==> config.mk <==
export PLATFORM = sky130hd
export DESIGN_NAME = count_wrap_monitor
export DESIGN_NICKNAME = d
export VERILOG_FILES = /design/src/rtl/count_wrap_monitor.sv
export SDC_FILE = /design/constraint.sdc
export NUM_CORES = 1
export LEC_CHECK = 0
export ABC_AREA = 0
export BUFFER_PORTS_ARGS = -buffer_cell sky130_fd_sc_hd__buf_2
export CORE_MARGIN = 2
export CORE_UTILIZATION = 45
export CTS_CLUSTER_SIZE = 8
export DETAILED_ROUTE_END_ITERATION = 12
export PLACE_DENSITY = 0.68
export SLEW_MARGIN = 20
export SYNTH_ARGS = -nofsm -noshare
export SYNTH_HDL_FRONTEND = slang
export SYNTH_SLANG_ARGS = --single-unit
==> constraint.sdc <==
create_clock -name clk -period 2.95 [get_ports clk]
set_input_delay 0.1475 -clock clk [delete_from_list [all_inputs] [get_ports clk]]
set_output_delay 0.1475 -clock clk [all_outputs]
set_load 0.01 [all_outputs]
==> src/rtl/count_wrap_monitor.sv <==
// Property monitor for a selector-gated modulo counter (wraps LIMIT -> 1).
// Tracks a shadow of the expected count, flags range/sequence violations, counts wraps.
module count_wrap_monitor #(
  parameter int WIDTH  = 11,
  parameter int LIMIT  = 500,
  parameter int WCNT_W = 16
) (
  input  logic              clk,
  input  logic              rst,
  input  logic              selector,
  input  logic [WIDTH-1:0]  c,
  input  logic              clr,
  output logic              mismatch,
  output logic              err_sticky,
  output logic [1:0]        err_code,
  output logic              wrap,
  output logic [WCNT_W-1:0] wrap_count,
  output logic [WCNT_W-1:0] err_count,
  output logic [1:0]        state
);

  typedef enum logic [1:0] {S_INIT = 2'd0, S_RUN = 2'd1, S_FAIL = 2'd2} state_t;

  localparam logic [WIDTH-1:0] LIM = LIMIT[WIDTH-1:0];
  localparam logic [WIDTH-1:0] ONE = {{(WIDTH-1){1'b0}}, 1'b1};

  state_t              state_q, state_d;
  logic [WIDTH-1:0]    exp_q, exp_d;
  logic                mismatch_q, mismatch_d;
  logic                err_sticky_q, err_sticky_d;
  logic [1:0]          err_code_q, err_code_d;
  logic                wrap_q, wrap_d;
  logic [WCNT_W-1:0]   wrap_count_q, wrap_count_d;
  logic [WCNT_W-1:0]   err_count_q, err_count_d;

  logic                range_err, seq_err, viol, wrap_ev;
  logic [WIDTH-1:0]    base;

  always_comb begin
    range_err = (c > LIM);
    seq_err   = (c != exp_q);
    viol      = range_err | seq_err;
    wrap_ev   = selector && (c == LIM) && !range_err;

    // Resync to the observed value on a violation so one glitch reports once
    base  = viol ? c : exp_q;
    exp_d = base;
    if (selector) exp_d = (base == LIM) ? ONE : base + ONE;

    mismatch_d = viol;
    wrap_d     = wrap_ev;

    // clr clears first, then this cycle's events are applied on top
    wrap_count_d = clr ? '0 : wrap_count_q;
    if (wrap_ev && !(&wrap_count_d)) wrap_count_d = wrap_count_d + 1'b1;
    err_count_d = clr ? '0 : err_count_q;
    if (viol && !(&err_count_d)) err_count_d = err_count_d + 1'b1;

    err_code_d   = (clr ? 2'b00 : err_code_q) | {seq_err, range_err};
    err_sticky_d = (clr ? 1'b0 : err_sticky_q) | viol;

    state_d = state_q;
    if (viol)                          state_d = S_FAIL;
    else if (state_q == S_FAIL && clr) state_d = (wrap_count_q != '0) ? S_RUN : S_INIT;
    else if (state_q == S_INIT && wrap_ev) state_d = S_RUN;
  end

  always_ff @(posedge clk) begin
    if (rst) begin
      state_q      <= S_INIT;
      exp_q        <= '0;
      mismatch_q   <= 1'b0;
      err_sticky_q <= 1'b0;
      err_code_q   <= 2'b00;
      wrap_q       <= 1'b0;
      wrap_count_q <= '0;
      err_count_q  <= '0;
    end else begin
      state_q      <= state_d;
      exp_q        <= exp_d;
      mismatch_q   <= mismatch_d;
      err_sticky_q <= err_sticky_d;
      err_code_q   <= err_code_d;
      wrap_q       <= wrap_d;
      wrap_count_q <= wrap_count_d;
      err_count_q  <= err_count_d;
    end
  end

  assign mismatch   = mismatch_q;
  assign err_sticky = err_sticky_q;
  assign err_code   = err_code_q;
  assign wrap       = wrap_q;
  assign wrap_count = wrap_count_q;
  assign err_count  = err_count_q;
  assign state      = state_q;

endmodule
======== After elaboration in Yosys (flattened, before gate mapping) ========
Index checks and enable logic that the tools add are counted.
W data, S select, Z words.
word-level totals
  output and inout port bits .............. 39
  register bits after elaboration ......... 50
  bits of input ports ..................... 15
  latch bits .............................. 0
  ROM bits ................................ 0
  RAM bits ................................ 0
  word-level logic and storage cells ...... 49
  memories kept ........................... 0
cells by class
  magnitude comparators ................... 1
  shift-type cells ........................ 0
  $mul .................................... 0
  muxes and demuxes ....................... 13
  divide/modulo/power cells ............... 0
  $add $sub $neg .......................... 3
  equality and inequality tests ........... 4
  bitwise logic cells ..................... 3
  reductions and logical operators ........ 16
operator list
  kind                     number
  $mux W16                 4
  $mux W11                 3
  $add A16 B1 Y16 const B  2
  $reduce_and A16 Y1       2
  $eq A11 B9 Y1 const B    2
  $reduce_bool A16 Y1      1
  $add A11 B1 Y11 const B  1
  $gt A11 B9 Y1 const B    1
  $ne A11 B11 Y1           1
  $mux W2                  4
  $logic_and A1 B1 Y1      6
  $logic_not A1 Y1         3
  $reduce_bool A3 Y1       1
  $eq A2 B2 Y1 const B     1
  $logic_not A2 Y1         1
  $mux W1                  2
  $or A1 B1 Y1             2
  $or A2 B2 Y2             1
  $reduce_bool A2 Y1       1
  $reduce_or A2 Y1         1

======== Depth between registers and ports, before layout ========
  depth in word-level cells ............... 7
  depth in mapped cells ................... 11
  gate-level depth less buffers ........... 8

======== Least setup slack after synthesis ========
No wires, ideal clock.
  kind .................................... input -> register
  start point ............................. input clr
  end point ............................... register err_count_q[4] (netlist: err_count[4])
  required time ........................... 2.879 ns
  setup time .............................. 0.071 ns
  setup slack ............................. 0.639 ns
  arrival time ............................ 2.240 ns
  stages on the path ...................... 11
  buffers on the path ..................... 3
  cells stage by stage .................... clkbuf_1 -> clkbuf_1 -> nor2b_1 -> ha_1 -> and4_1 -> and3_1 -> nand3_1 -> o21ai_1 -> buf_2 -> or3_1 -> a21oi_1
on the way
  word-level cells in the longest chain between the ends .. 5
  elaborated cells between the ends (all ways) .. 6
  classes of those cells .................. add/sub: 1; mux: 2; reduce/logical: 3
ends and longest elaborated chain
  what                                                     RTL line  RTL
  start, declared                                          12        input logic clr,
  $mux W16 *                                               56        err_count_d = clr ? '0 : err_count_q;
  branches (longest 3 deep; another with $add A16 B1 Y16)  --
  $mux W16 *                                               57        if (viol && !(&err_count_d)) err_count_d = err_count_d + 1'b1;
  end signal, assigned                                     86        err_count_q <= err_count_d;
  end, declared                                            34        logic [WCNT_W-1:0] err_count_q, err_count_d;
Every way passes the cells marked *.
A chain may end at the register's enable or synchronous reset.

======== Final worst setup path ========
  start point ............................. register err_count_q[0] (netlist: err_count[0])
  end point ............................... register err_count_q[8] (netlist: err_count[8])
on the way
  word-level cells in the longest chain between the ends .. 5
  elaborated cells between the ends (all ways) .. 6
  classes of those cells .................. add/sub: 1; mux: 2; reduce/logical: 3
ends and longest elaborated chain
  what                                                     RTL line
  $mux W16 *                                               56
  branches (longest 3 deep; another with $add A16 B1 Y16)  --
  $mux W16 *                                               57
Marks and branches as above.

==> impl_results.md <==
- Vias: 2,345
- Area delta synth->final: 15.6%
- Sequential area share after synthesis: 38.7%
- H-Tree Depth: 2
- Layout cells sized above 1: 18.5%
- Die Footprint: 6370 µm²
- CTS Root Cell: clkbuf_8
- Die height: 79.8 µm
- Post-Syn Area: 2590 µm²
- Slew HR: 40.9%
- R2R depth: 8
- Switching share of power: 24.7%
- Status: complete, no violations
- Post-synth top area cell: dfxtp_1
- Post-route clock period utilization: 79.1%
- DRT Wirelength: 6140 µm
- Clock group share of total power: 34.3%
- Fill count: 565
- Highest Clock Rate: 428 MHz
- PortBufs: 53
- Io pins: 54
- Power per cell area: 407 nW/µm²
- Max Root-Sink Buffers: 2
- DRC: 0
- Clock transition at path regs: 90 ps
- Total GRT Usage: 20.2%
- Crit path kind: reg2reg
- Netlist cell types: 41
- N_diodes: 0
- Crit path from: err_count[0]
- Clock Latency Late Sink: 300 ps
- Startpoint types: flip-flop
- Post-DRT Antenna Nets: 0
- Max Cap Violations: 0
- Number of synthesized register bits: 50
- Die width: 79.8 µm
- Vias in the first global route: 2,182
- Worst VDD drop: 0.000223 V
- Hold wc startpoint: c[8]
- Global route overflow: 0
- Largest net degree at the start of global routing: 31
- DP HPWL: 4370 µm
- CP endpoint kind: flip-flop
- Synth area leaders: dfxtp_1 39%, xor2_1 8.1%, nor2_1 5.7%
- CP required: 3190 ps
- Synth warn: 0
- RSZ-0062 raised after global routing: no
- Net Sw Power: 0.000300 W
- Comb pwr share: 8.4%
- Synth Instances: 313
- Seq pwr share: 57.3%
- Crit path DAT: 2570 ps
- Initial Util: 46.7%
- Final period demand of the worst path: 2330 ps
- Initial antenna violation count: 0
- Post-Route Setup TNS: 0 ps
- Max Slew Vio Count: 0
- Syn Nets: 331
- Final Hold Fails: 0
- Static Leak: 1.26 nW
- Final Worst Setup Slack: 616 ps
- First-pass GRT wire length: 10,100 µm
- CTS Buf Count: 5
- Critical Path Fanout Max: 14
- Final Util: 54.0%
- Clk sinks: 50
- Via/cell ratio: 5.40
- Rows: 27
- R2R Path Start: err_count[0]
- Final setup viols: 0
- Wire per inst: 14.1 µm
- Top cell type's share of synthesized area: 38.7%
- Core footprint: 5540 µm²
- Hold buffer count at cts: 0
- GPL Wtd Cong: 0.840
- Clk_skew: 9.67 ps
- Slew @ Worst Pin: 880 ps
- Avg Cell Area, Syn: 8.26 µm²
- Clock tree from TritonCTS: built
- Post-CTS sizing: 0
- Hold crit path type: in2reg
- Initial DRT Pass Iterations: 4
- Final net count: 379
- Drt initial violations: 126
- WHS Path Cells: 3
- Internal Power: 0.000916 W
- Post-CTS Setup Inserts: 0
- Placement Setup Slack: 567 ps
==> registers in the layout, indices dropped and copies added, names as in the netlist <==
register	cells
exp_q	11
wrap	1
err_sticky	1
state	2
wrap_count	16
err_code	2
mismatch	1
err_count	16
==> final timing paths <==
path,slack [ps],to
setup reg to reg,620,err_count[8]
hold reg to reg,470,err_sticky
hold / removal,120,exp_q[8]
setup / recovery,620,err_count[8]
==> critical path, cell delays in order, from the launching register on <==
cell	delay [ps]
dfxtp_1	360
nor2b_1	210
ha_1	220
and4_1	190
and3_1	150
nand3_1	160
o21ai_1	530
o21ai_0	260
a21oi_1	180
==> cell usage after synthesis <==
| library cell | number |
|---|---|
| o211a_1 | 1 |
| buf_2 | 2 |
| o211ai_1 | 4 |
| a31oi_4 | 1 |
| o21ai_0 | 9 |
| nor3_1 | 3 |
| or4_4 | 2 |
| xnor2_1 | 15 |
| dfxtp_1 | 50 |
| o21ai_1 | 1 |
| a21oi_1 | 13 |
| o31a_1 | 1 |
| o21a_1 | 1 |
| and3_1 | 12 |
| nand4_1 | 11 |
| a311oi_2 | 1 |
| nor4_1 | 8 |
| clkbuf_1 | 10 |
| xor2_1 | 24 |
| nand3_1 | 17 |
| ha_1 | 3 |
| nor2_1 | 39 |
| nand2_1 | 29 |
| or3_1 | 9 |
| mux2i_1 | 2 |
| and2_1 | 5 |
| nand4bb_1 | 1 |
| and4_1 | 2 |
| a311oi_1 | 1 |
| buf_1 | 1 |
| and3b_1 | 1 |
| buf_6 | 1 |
| and4b_1 | 1 |
| nor3b_1 | 2 |
| nor2b_1 | 15 |
| a211oi_1 | 3 |
| o31ai_1 | 2 |
| nor4b_1 | 1 |
| or4_1 | 2 |
| nand3b_1 | 1 |
| inv_1 | 6 |
==> through the flow <==
step                      total power, W  hold WS (ps)  cell area, µm²  cells
final                            0.00122           119            2990    434
after global routing             0.00126           139            2990    434
after CTS                        0.00123           118            2990    434
after detailed placement        0.000815           448            2890    426
after global placement          0.000813           427            2890    426
after floorplan                 0.000777           284            2590    313
==> logic make-up (layout without fill, tap and decap cells) <==
kind of cell | count (synthesis) | in the layout | share of synthesized area, %
DFF | 50 | 50 | 38.7
muxes | 2 | 2 | 0.774
adders and majority gates | 3 | 3 | 1.45
xor gates and xnor gates | 39 | 39 | 13.2
AOI/OAI and AO/OA | 38 | 38 | 9.82
buffers and inverters | 20 | 69 | 3.29
and+or+nand+nor | 161 | 161 | 32.8
==> power by group through the flow <==
stage / sequential [W] / clock, W / combinational (W)
final: 0.000697 / 0.000417 / 0.000102
after global routing: 0.000699 / 0.000450 / 0.000114
after CTS: 0.000697 / 0.000428 / 0.000102
after detailed placement: 0.000713 / 0 / 0.000102
after global placement: 0.000712 / 0 / 0.000101
after floorplan: 0.000714 / 0 / 0.0000626
==> layout by cell type (no fill, tap or decap), drive strengths merged, types with 2 or more instances in the layout <==
cell type / count
nor4: 8
o211ai: 4
or3: 9
xor2: 24
and3: 12
nand4: 11
a311oi: 2
o31ai: 2
o21ai: 10
inv: 6
nand3: 17
clkbuf: 6
xnor2: 15
nor2b: 15
nand2: 29
and4: 2
nor3: 3
nor2: 39
a211oi: 3
or4: 4
mux2i: 2
dfxtp: 50
a21oi: 13
nor3b: 2
ha: 3
buf: 55
and2: 5
==> metal layers <==
| layer | vias to the layer above | GRT usage (%) | wire [µm] |
|---|---|---|---|
| met5 | - | 0 | 0 |
| met4 | 0 | 4.58 | 51 |
| met3 | 7 | 3.85 | 339 |
| met2 | 66 | 33.0 | 2840 |
| met1 | 1085 | 27.5 | 2900 |
| li1 | 1187 | - | - |
==> cell type report <==
cell class / count / area [µm²] / area share, %
multi-input combinational: 243 / 1500 / 50.2
clock inverter: 2 / 12.5 / 0.419
tap: 72 / 90.1 / 3.01
timing repair buffer: 55 / 280 / 9.38
clock buffer: 6 / 82.6 / 2.76
inverter: 6 / 22.5 / 0.753
sequential: 50 / 1000 / 33.5
Note: power is estimated with default switching activity, not from simulation.
